===== src/rtl/rom_port_arbiter_pkg.sv =====
// rom_port_arbiter_pkg: shared ROM geometry and arbiter defaults
package rom_port_arbiter_pkg;
  localparam int ROM_DEPTH    = 256;
  localparam int DATA_WIDTH   = 32;
  localparam int ARB_MAX_WAIT = 4;
endpackage


===== src/rtl/rom_rsp_slot.sv =====
// rom_rsp_slot: one-entry registered response buffer with valid/ready drain
module rom_rsp_slot #(
  parameter int DATA_W = 32
) (
  input  logic              clk,
  input  logic              rstn,
  input  logic              load,
  input  logic [DATA_W-1:0] din,
  input  logic              rsp_ready,
  output logic              rsp_valid,
  output logic [DATA_W-1:0] rsp_data
);
  // load overwrites the slot even while draining; data is held otherwise
  always_ff @(posedge clk or negedge rstn) begin
    if (!rstn) begin
      rsp_valid <= 1'b0;
      rsp_data  <= '0;
    end else begin
      if (load) rsp_data <= din;
      rsp_valid <= load | (rsp_valid & ~rsp_ready);
    end
  end
endmodule


===== src/rtl/rom_port_arbiter.sv =====
// rom_port_arbiter: shares one ROM read port between fetch (I) and load (D)
module rom_port_arbiter
  import rom_port_arbiter_pkg::*;
#(
  parameter int ADDR_W   = $clog2(ROM_DEPTH),
  parameter int DATA_W   = DATA_WIDTH,
  parameter int MAX_WAIT = ARB_MAX_WAIT
) (
  input  logic              clk,
  input  logic              rstn,
  input  logic              i_req_valid,
  input  logic [ADDR_W-1:0] i_req_addr,
  output logic              i_req_ready,
  output logic              i_rsp_valid,
  output logic [DATA_W-1:0] i_rsp_data,
  input  logic              i_rsp_ready,
  input  logic              d_req_valid,
  input  logic [ADDR_W-1:0] d_req_addr,
  output logic              d_req_ready,
  output logic              d_rsp_valid,
  output logic [DATA_W-1:0] d_rsp_data,
  input  logic              d_rsp_ready,
  output logic [ADDR_W-1:0] rom_addr_o,
  input  logic [DATA_W-1:0] rom_data_i,
  output logic              rom_en_o
);
  localparam int CW = $clog2(MAX_WAIT + 1);
  logic          elig_i, elig_d, grant_i, grant_d, force_i;
  logic [CW-1:0] wait_cnt;
  // D wins ties unless I has been denied MAX_WAIT cycles in a row
  always_comb begin
    elig_i     = i_req_valid && (!i_rsp_valid || i_rsp_ready);
    elig_d     = d_req_valid && (!d_rsp_valid || d_rsp_ready);
    force_i    = wait_cnt == CW'(MAX_WAIT);
    grant_d    = elig_d && !(elig_i && force_i);
    grant_i    = elig_i && !grant_d;
    rom_addr_o = grant_d ? d_req_addr : i_req_addr;
    rom_en_o   = grant_i | grant_d;
  end
  assign i_req_ready = grant_i;
  assign d_req_ready = grant_d;
  // counts consecutive cycles I is eligible but denied, saturating
  always_ff @(posedge clk or negedge rstn) begin
    if (!rstn) wait_cnt <= '0;
    else wait_cnt <= (grant_i || !elig_i) ? '0 : force_i ? wait_cnt : wait_cnt + 1'b1;
  end
  rom_rsp_slot #(.DATA_W(DATA_W)) u_i_slot (
    .clk       (clk),
    .rstn      (rstn),
    .load      (grant_i),
    .din       (rom_data_i),
    .rsp_ready (i_rsp_ready),
    .rsp_valid (i_rsp_valid),
    .rsp_data  (i_rsp_data)
  );
  rom_rsp_slot #(.DATA_W(DATA_W)) u_d_slot (
    .clk       (clk),
    .rstn      (rstn),
    .load      (grant_d),
    .din       (rom_data_i),
    .rsp_ready (d_rsp_ready),
    .rsp_valid (d_rsp_valid),
    .rsp_data  (d_rsp_data)
  );
endmodule


===== config.mk =====
export PLATFORM = sky130hd
export DESIGN_NAME = rom_port_arbiter
export DESIGN_NICKNAME = d
export VERILOG_FILES = /design/src/rtl/rom_port_arbiter_pkg.sv /design/src/rtl/rom_rsp_slot.sv /design/src/rtl/rom_port_arbiter.sv
export SDC_FILE = /design/constraint.sdc
export NUM_CORES = 1
export LEC_CHECK = 0
export BUFFER_PORTS_ARGS = -buffer_cell sky130_fd_sc_hd__buf_4
export CAP_MARGIN = 40
export CORE_MARGIN = 1
export CORE_UTILIZATION = 42
export CTS_CLUSTER_SIZE = 20
export DETAILED_ROUTE_END_ITERATION = 10
export PLACE_DENSITY = 0.75
export SETUP_SLACK_MARGIN = 0.05
export SYNTH_ARGS = -nofsm -noshare
export SYNTH_HDL_FRONTEND = slang
export SYNTH_SLANG_ARGS = --single-unit

===== constraint.sdc =====
create_clock -name clk -period 1.95 [get_ports clk]
set_clock_uncertainty 0.15 [all_clocks]
set_input_delay 0.195 -clock clk [delete_from_list [all_inputs] [get_ports clk]]
set_output_delay 0.195 -clock clk [all_outputs]
set_load 0.02 [all_outputs]

### Word-level counts from Yosys, hierarchy flattened

Cells that the tools add are included.

| storage, ports and cells | value |
|---|---|
| flip-flop bits (word level) | 69 |
| input bits | 54 |
| output and inout bits | 77 |

| cells by class | value |
|---|---|
| add/sub/neg operators | 1 |
| equality and inequality tests | 2 |
| multiplexer cells | 3 |
| bitwise gates (word level) | 7 |
| reductions and logical operators | 13 |

Operators with widths:

| kind | number |
|---|---|
| two-way mux 8 bit | 1 |
| two-way mux 3 bit | 2 |
| logical AND 1 bit | 5 |
| zero test 1 bit | 5 |
| adder 3 x 1 -> 3 bit, second input constant | 1 |
| == test 3 bit, second input constant | 1 |
| logical OR 1 bit | 3 |
| OR 1 bit | 3 |
| AND 1 bit | 2 |
| != test 2 x 1 -> 1 bit, second input constant | 1 |
| NOT 1 bit | 2 |

### Logic depth before layout (Yosys ltp)

Gate-level depths: netlist of run 1.

| depth | value |
|---|---|
| word-level depth | 10 |
| gate-level depth with buffers | 6 |

### Cells and area by module

A second synthesis of run 1 with hierarchy kept.

| second synthesis, totals | value |
|---|---|
| cells, all modules | 172 |
| area, all modules | 3090.5 µm² |

By module, submodules not included:

| module | instances | cells each | area an instance (µm²) |
|---|---|---|---|
| rom_rsp_slot | 2 | 71 | 1377.6 |
| rom_port_arbiter | 1 | 30 | 335.3 |

### Worst setup path before layout of run 1

OpenSTA, ideal clock, no wires.

| timing path | value |
|---|---|
| kind | register to output |
| from | reg wait_cnt[0] |
| to | out rom_addr_o[1] |
| arrival time | 1.675 ns |
| data required time | 1.605 ns |
| setup slack | -0.070 ns |
| cell stages (with the launch flop) | 7 |
| buffers on the path | 1 |
| cells stage by stage | dfrtp_1 > inv_1 > ha_1 > nand2_1 > o311ai_4 > buf_4 > mux2_1 |

| on the way | value |
|---|---|
| cells in the longest elaborated chain, start to end | 5 |

RTL lines:

| what | line | RTL |
|---|---|---|
| start, declared | rom_port_arbiter.sv:29 | `logic [CW-1:0] wait_cnt;` |
| start signal, assigned | rom_port_arbiter.sv:45 | `else wait_cnt <= (grant_i \|\| !elig_i) ? '0 : force_i ? wait_cnt : wait_cnt + 1'b1;` |
| == test 3 bit | rom_port_arbiter.sv:34 | `force_i = wait_cnt == CW'(MAX_WAIT);` |
| logical AND 1 bit | rom_port_arbiter.sv:35 | `grant_d = elig_d && !(elig_i && force_i);` |
| zero test 1 bit | rom_port_arbiter.sv:35 |  |
| logical AND 1 bit | rom_port_arbiter.sv:35 |  |
| two-way mux 8 bit | rom_port_arbiter.sv:37 | `rom_addr_o = grant_d ? d_req_addr : i_req_addr;` |
| end, declared | rom_port_arbiter.sv:23 | `output logic [ADDR_W-1:0] rom_addr_o,` |

Every way passes these cells.

### Worst setup path after layout of run 1

| timing path | value |
|---|---|
| from | reg wait_cnt[0] |
| to | out rom_addr_o[7] |

The elaborated chain is that of the path after synthesis.

==> out/qor_table.md, run 1 <==
| Metric | Value | Unit |
|:---|:---|:---|
| RSZ-0062 raised after global routing | true | - |
| WL/cell | 17.08 | um |
| Multi-input gate area | 0.001189 | mm^2 |
| Wire length of the first global-routing pass | 12560 | um |
| Vertical die dimension | 83.33 | um |
| Share of the synthesized netlist area taken by xor and xnor gates | 0 | % |
| TNS Setup | -9851 | ps |
| Reg-to-Reg Start | wait_cnt[0] | - |
| Chip Width | 83.33 | um |
| Number of levels in the clock H-tree | 3 | - |
| Status | complete, but fails checks | - |
| FF/Latch Area | 0.001727 | mm^2 |
| Initial core utilization | 43.74 | % |
| Dominant combinational cell family by area after synthesis | multiplexers | - |
| Cell depth of the worst hold path | 3 | - |
| Vias | 2153 | - |
| Slack of the worst reg-to-reg path | -270 | ps |
| Root Buffer | clkbuf_8 | - |
| Fill cell count | 370 | - |
| R2r worst-path depth | 10 | - |
| Worst min-delay path category | in2reg | - |
| Final number of max-transition violations | 0 | - |
| Number of sinks driven by the clock tree | 69 | - |
| Overall Global Routing Usage | 23.68 | % |
| Placed cell areas | 0.003956 | mm^2 |
| Final hold violation count | 0 | - |
| Number of nets in the synthesized netlist | 227 | - |
| Final design instance area without fill | 0.004930 | mm^2 |
| # IOs | 131 | - |
| Number of port buffers | 130 | - |
| Cell-internal power | 3.305 | mW |
| Total inserted antenna cells | 0 | - |
| Post-synthesis instance area | 0.002778 | mm^2 |
| Relative slew margins | 64.99 | % |
| Cell taking the most area after synthesis | dfrtp_1 | - |
| Post-synthesis mux area share | 29.55 | % |
| Post-synthesis cell type count | 18 | - |
| Endpoints failing setup | 74 | - |
| Most frequent standard cell in the layout excluding fill and tap cells | buf_4 | - |
| Failing checks | setup timing | - |
| Sequential-to-total area share from yosys stat | 62.16 | % |
| Total instance count after detailed placement | 380 | - |
| Critical-path maximum fanout | 5 | - |
| Number of search-and-repair iterations in the first detailed-routing pass | 3 | - |
| Number of design-rule violations left by the first detailed-router iteration | 56 | - |
| Remaining global-route overflow | 0 | - |
| Maximum number of pins on one net before global-route repair | 41 | - |
| Synthesized-area fraction occupied by and/or/nand/nor cells | 2.252 | % |
| MaxCap Viol Count | 0 | - |
| Adder-cell share of the synthesized area | 0.9009 | % |
| IR drop worst, VDD | 0.8553 | mV |
| DRC Markers | 0 | - |
| Mapped Cells | 171 | - |
| Launch point of the worst hold path | d_req_valid | - |
| Routability congestion estimate from global placement | 0.7095 | - |
| Fmax achieved | 428.2 | MHz |
| Die footprint | 0.006943 | mm^2 |
| Clock transition at the registers of the reported paths | 70 | ps |
| Critical Setup Path Class | reg2out | - |
| Synthesis-to-finish area growth | 77.48 | % |
| End point of the worst hold path | wait_cnt[2] | - |
| Leakage Power | 2.450 | nW |
| Combinational share of power | 33.7 | % |
| Endpoint of the worst register-to-register path | u_i_slot.rsp_data[10] | - |
| Total Routed Length | 7550 | um |
| Residual antenna-violating net count after detailed routing | 0 | - |
| Standard-cell row count | 29 | - |
| Kind of end point of the critical path | output pin | - |
| Transition time of the tightest slew-check pin | 525.2 | ps |
| Arrival time worst endpoint | 1990 | ps |
| Fraction of the mapped netlist area in compound gates | 2.162 | % |
| Most frequent cells in the layout | 125 x buf_4, 69 x dfrtp_1, 56 x mux2_4 | - |
| NetSw | 1.388 | mW |
| Cell types with the largest area share after synthesis | dfrtp_1 62%, mux2_2 28%, mux2_1 1.6% | - |
| Pwr per Cell Area | 952.0 | mW/mm^2 |
| Post-synth top area share | 62.16 | % |
| Total of warnings raised by yosys | 0 | - |
| Type of origin of the critical path | register | - |
| Register bit total from synthesis | 69 | - |
| Required time of the worst setup path | 1600 | ps |
| Number of antenna violations at the first check in global routing | 0 | - |
| Number of buffers created by CTS | 9 | - |
| Period utilisation layout | 119.8 | % |
| Clock network power share | 27.6 | % |
| Half-perimeter wire length of the detailed placement result | 4460 | um |
| Post-route minimum period | 2335 | ps |
| Via count of the first global-routing pass | 2421 | - |
| Number of nets in the layout | 416 | - |
| Maximum root-to-sink buffer count | 2 | - |
| Fraction of final layout cells with drive strength greater than 1 | 67.40 | % |
| Number of standard cells in the final layout excluding fillers | 442 | - |
| Post-layout total power | 4.693 | mW |
| Core Area | 0.006350 | mm^2 |
| Switching power share of the total | 29.57 | % |
| Sequential Power Share | 38.7 | % |
| Clock tree from TritonCTS | done | - |
| Clock insertion delay at the later pin of the skew report | 340 | ps |
| Via density per instance | 4.871 | - |
| Worst path setup slack after routing | -385.2 | ps |
| Mapped Avg Cell Area | 16.24 | um^2 |
==> worst max-delay path, stage by stage, from the launching register on <==
cell	delay [ps]
dfrtp_1	380
inv_1	60
ha_2	200
nand2_4	60
o311ai_4	260
buf_6	150
buf_12	110
mux2_4	300
buf_6	130
==> state kept, by name, indices dropped and copies added, names as in the netlist <==
signal,count
u_i_slot.rsp_valid,1
u_d_slot.rsp_data,32
wait_cnt,3
u_d_slot.rsp_valid,1
u_i_slot.rsp_data,32
==> cells by family (layout without fill, tap and decap cells) <==
family | after synthesis | in the layout
mux | 73 | 73
flops | 69 | 69
simple gates | 12 | 12
buf+inv | 12 | 206
compound gates | 3 | 3
fa+ha+maj | 2 | 2
==> cells in the mapped netlist <==
master,instances
a21o_1,1
a311oi_4,1
buf_4,4
buf_6,3
dfrtp_1,69
ha_1,2
inv_1,5
mux2_1,4
mux2_2,68
mux2i_1,1
nand2_1,4
nand2b_1,1
nand2b_2,1
nand3_1,1
nor2_1,1
nor2b_2,1
nor3_1,3
o311ai_4,1
==> power by group through the flow <==
stage	sequential (mW)	combinational [mW]	clock, mW
2_1_floorplan	2.12	0.376	0
3_3_place_gp	1.81	1.29	0
3_5_place_dp	1.82	1.31	0
4_1_cts	1.81	1.61	1.31
5_1_grt	1.84	1.67	1.38
6_report	1.82	1.58	1.29
==> per-stage QoR <==
| stage | hold WS, ps | utilization, % | setup WS, ps |
|---|---|---|---|
| floorplan | -250.6 | - | -2.912 |
| global placement | 60.21 | 62.31 | -45.91 |
| detailed placement | 61.76 | 62.31 | -56.82 |
| CTS | 0.2112 | 78.68 | -379.8 |
| global route | 18.98 | 77.64 | -464.7 |
| finish | 14.40 | 77.64 | -385.2 |
==> repair_timing <==
| action | 4_1_cts | 5_1_grt |
|---|---|---|
| setup endpoints to repair | 74 | 74 |
| hold endpoints to repair | 103 | 0 |
| hold buffers | 34 | 0 |
| cloned | 4 | 0 |
| setup buffers | 11 | 2 |
| resized for setup | 77 | 2 |
| pin swaps | 3 | 1 |
==> per-layer routing <==
layer | part of all wire [%] | wire length [um] | global-route usage [%] | vias up
li1 | - | - | - | 981
met1 | 40 | 3030 | 28.39 | 1064
met2 | 51 | 3887 | 40.46 | 93
met3 | 6.5 | 490 | 6.262 | 15
met4 | 1.9 | 142 | 9.561 | 0
met5 | 0 | 0 | 0 | -
==> area by class of cell <==
cell class / count / area share [%]
clock buffer: 10 / 2.792
clock inverter: 6 / 1.751
inverter: 5 / 0.4315
multi-input combinational: 90 / 24.11
sequential: 69 / 35.03
tap: 77 / 1.954
timing repair buffer: 185 / 33.93
==> how the worst max path moves through the flow <==
stage / start / end / slack, ps / cells past startpoint
after floorplan: wait_cnt[0] / rom_addr_o[0] / -3 / 6
after global placement: wait_cnt[1] / u_i_slot.rsp_data[17] / -50 / 7
after detailed placement: wait_cnt[1] / u_i_slot.rsp_data[12] / -60 / 7
after CTS: wait_cnt[0] / rom_addr_o[6] / -380 / 8
after global routing: wait_cnt[0] / rom_addr_o[7] / -460 / 8
final: wait_cnt[0] / rom_addr_o[7] / -390 / 8
Note: power is estimated with default switching activity, not from simulation.
==> run 2: changes to the inputs <==
Settings changed: CORE_UTILIZATION 42 to 46, PLACE_DENSITY 0.75 to 0.82.
Clock period 1.95 ns to 2.27 ns, I/O delays scaled along.
==> out/qor_table.md, run 2 (same netlist as run 1, synthesis figures left out) <==
| Metric | Value | Unit | Change |
|:---|:---|:---|:---|
| Core Area | 0.005675 | mm^2 | -11% |
| Overall Global Routing Usage | 22.68 | % | -1.0 points |
| TNS Setup | -374.5 | ps | +9476 ps |
| Arrival time worst endpoint | 1970 | ps | -20 ps |
| Fill cell count | 336 | - | -9.2% |
| Number of antenna violations at the first check in global routing | 0 | - | unchanged |
| Cell-internal power | 2.609 | mW | -21% |
| RSZ-0062 raised after global routing | true | - |  |
| Synthesis-to-finish area growth | 65.14 | % |  |
| Vertical die dimension | 79.71 | um | -4.3% |
| Failing checks | setup timing | - |  |
| DRC Markers | 0 | - | unchanged |
| FF/Latch Area | 0.001727 | mm^2 | unchanged |
| Clock insertion delay at the later pin of the skew report | 320 | ps | -20 ps |
| Period utilisation layout | 103.5 | % |  |
| Half-perimeter wire length of the detailed placement result | 4307 | um | -3.4% |
| Remaining global-route overflow | 0 | - | unchanged |
| Switching power share of the total | 29.95 | % | +0.38 points |
| Final design instance area without fill | 0.004587 | mm^2 | -7.0% |
| Endpoints failing setup | 5 | - | -93% |
| Maximum number of pins on one net before global-route repair | 44 | - | +7.3% |
| Leakage Power | 2.196 | nW | -10% |
| Die footprint | 0.006353 | mm^2 | -8.5% |
| Required time of the worst setup path | 1890 | ps | +290 ps |
| Post-layout total power | 3.724 | mW | -21% |
| Chip Width | 79.71 | um | -4.3% |
| Worst path setup slack after routing | -79.78 | ps | +305.4 ps |
| Multi-input gate area | 0.001018 | mm^2 | -14% |
| Pwr per Cell Area | 811.9 | mW/mm^2 | -15% |
| Sequential Power Share | 41.7 | % | +3.0 points |
| MaxCap Viol Count | 0 | - | unchanged |
| Post-route minimum period | 2350 | ps |  |
| WL/cell | 16.02 | um | -6.2% |
| Clock network power share | 26.0 | % | -1.6 points |
| Clock transition at the registers of the reported paths | 70 | ps | about the same |
| Type of origin of the critical path | register | - |  |
| Transition time of the tightest slew-check pin | 364.2 | ps | -161.0 ps |
| Total inserted antenna cells | 0 | - | unchanged |
| Routability congestion estimate from global placement | 0.7463 | - | +5.2% |
| Worst slack at placement | 93.32 | ps | +150.1 ps |
| Standard-cell row count | 27 | - | -6.9% |
| Fmax achieved | 425.6 | MHz |  |
| Number of levels in the clock H-tree | 3 | - | unchanged |
| Via count of the first global-routing pass | 2239 | - | -7.5% |
| Biggest registers after layout | u_d_slot.rsp_data x32, u_i_slot.rsp_data x32, wait_cnt x3 | - |  |
| Status | complete, but fails checks | - |  |
| Number of port buffers | 130 | - | unchanged |
| Combinational share of power | 32.3 | % | -1.4 points |
| Most frequent cells in the layout | 131 x buf_4, 69 x dfrtp_1, 63 x mux2_2 | - |  |
| Number of sinks driven by the clock tree | 69 | - | unchanged |
| IR drop worst, VDD | 0.5720 | mV | -33% |
| Placed cell areas | 0.003855 | mm^2 | -2.6% |
| Final hold violation count | 0 | - | unchanged |
| # IOs | 131 | - | unchanged |
| Fraction of final layout cells with drive strength greater than 1 | 66.85 | % | -0.54 points |
| Total instance count after detailed placement | 371 | - | -2.4% |
| Number of nets in the layout | 410 | - | -1.4% |
| Kind of end point of the critical path | output pin | - |  |
| Wire length of the first global-routing pass | 10740 | um | -14% |
| Clock tree from TritonCTS | done | - |  |
| Worst min-delay path category | in2reg | - |  |
| Root Buffer | clkbuf_8 | - |  |
| Number of search-and-repair iterations in the first detailed-routing pass | 4 | - | +1 |
| Finished Core Util | 80.82 | % | +3.2 points |
| Via density per instance | 4.861 | - | -0.21% |
| Fin Hold WS | 12.56 | ps | -1.843 ps |
| Most frequent standard cell in the layout excluding fill and tap cells | buf_4 | - |  |
| Total Routed Length | 6905 | um | -8.5% |
| Number of design-rule violations left by the first detailed-router iteration | 59 | - | +5.4% |
| Initial core utilization | 48.94 | % | +5.2 points |
| Residual antenna-violating net count after detailed routing | 0 | - | unchanged |
| Number of standard cells in the final layout excluding fillers | 431 | - | -2.5% |
| NetSw | 1.115 | mW | -20% |
| Maximum root-to-sink buffer count | 2 | - | unchanged |
| Critical Setup Path Class | reg2out | - |  |
| Number of buffers created by CTS | 9 | - | unchanged |
| Final number of max-transition violations | 0 | - | unchanged |
| Relative slew margins | 75.72 | % | +11 points |
| Vias | 2095 | - | -2.7% |
| Critical-path maximum fanout | 5 | - | unchanged |
-- run 2: changes by cell type in the layout (fill, tap and decap cells not counted), sizes merged --
cell         previous run  this run
dlygate4sd3            34        32
clkinv                  3         2
bufinv                  2         1
bufbuf                  0         1
clkbuf                 10        12
buf                   151       146
-- run 2: critical path: stages (launching register included) --
cell      delay, ps
dfrtp_1         400
inv_2            80
ha_4            140
nand2_4          60
o311ai_4        270
buf_6           160
buf_12          110
mux2_4          310
buf_6           130
-- run 2: path summary, 6_finish.rpt --
check                                startpoint                     to  slack (ps)  depth (start not counted)
max                                 wait_cnt[1]          rom_addr_o[7]         -80                          8
min                               rom_data_i[2]   u_i_slot.rsp_data[2]          10                          2
max reg2reg                         wait_cnt[1]  u_i_slot.rsp_data[21]          80                          8
min reg2reg                u_i_slot.rsp_data[5]   u_i_slot.rsp_data[5]         340                          1
max in group asynchronous                  rstn  u_d_slot.rsp_data[19]        1230                          3
min in group asynchronous                  rstn  u_d_slot.rsp_data[21]         210                          2
-- run 2: layout make-up --
type,count,share of cell area [%]
Sequential cell,69,37.64
Tap cell,72,1.964
Inverter,5,0.4092
Clock buffer,12,3.164
Multi-Input combinational cell,90,22.20
Timing Repair Buffer,179,33.58
Clock inverter,4,1.037
-- run 2: per-layer routing --
metal  wire length (um)  track usage, %  up-vias
met5                  0               0        -
met1               2787           27.49     1034
met4                 68           7.091        0
li1                   -               -      969
met2               3638           39.91       85
met3                411           5.029        7
-- run 2: timing repair --
item	in CTS	in global routing
setup buffers	9	2
hold buffers	32	0
cloned	2	0
pin swaps	4	1
resized for setup	22	7
hold endpoints to repair	81	0
endpoints found under the setup margin	9	54
-- run 2: power groups by stage --
stage          registers (mW)  logic (mW)  clock network (mW)
4_1_cts                  1.55        1.21               0.984
6_report                 1.55        1.20               0.967
5_1_grt                  1.58        1.27                1.05
2_1_floorplan            1.82       0.309                   0
3_3_place_gp             1.56        1.07                   0
3_5_place_dp             1.57        1.09                   0
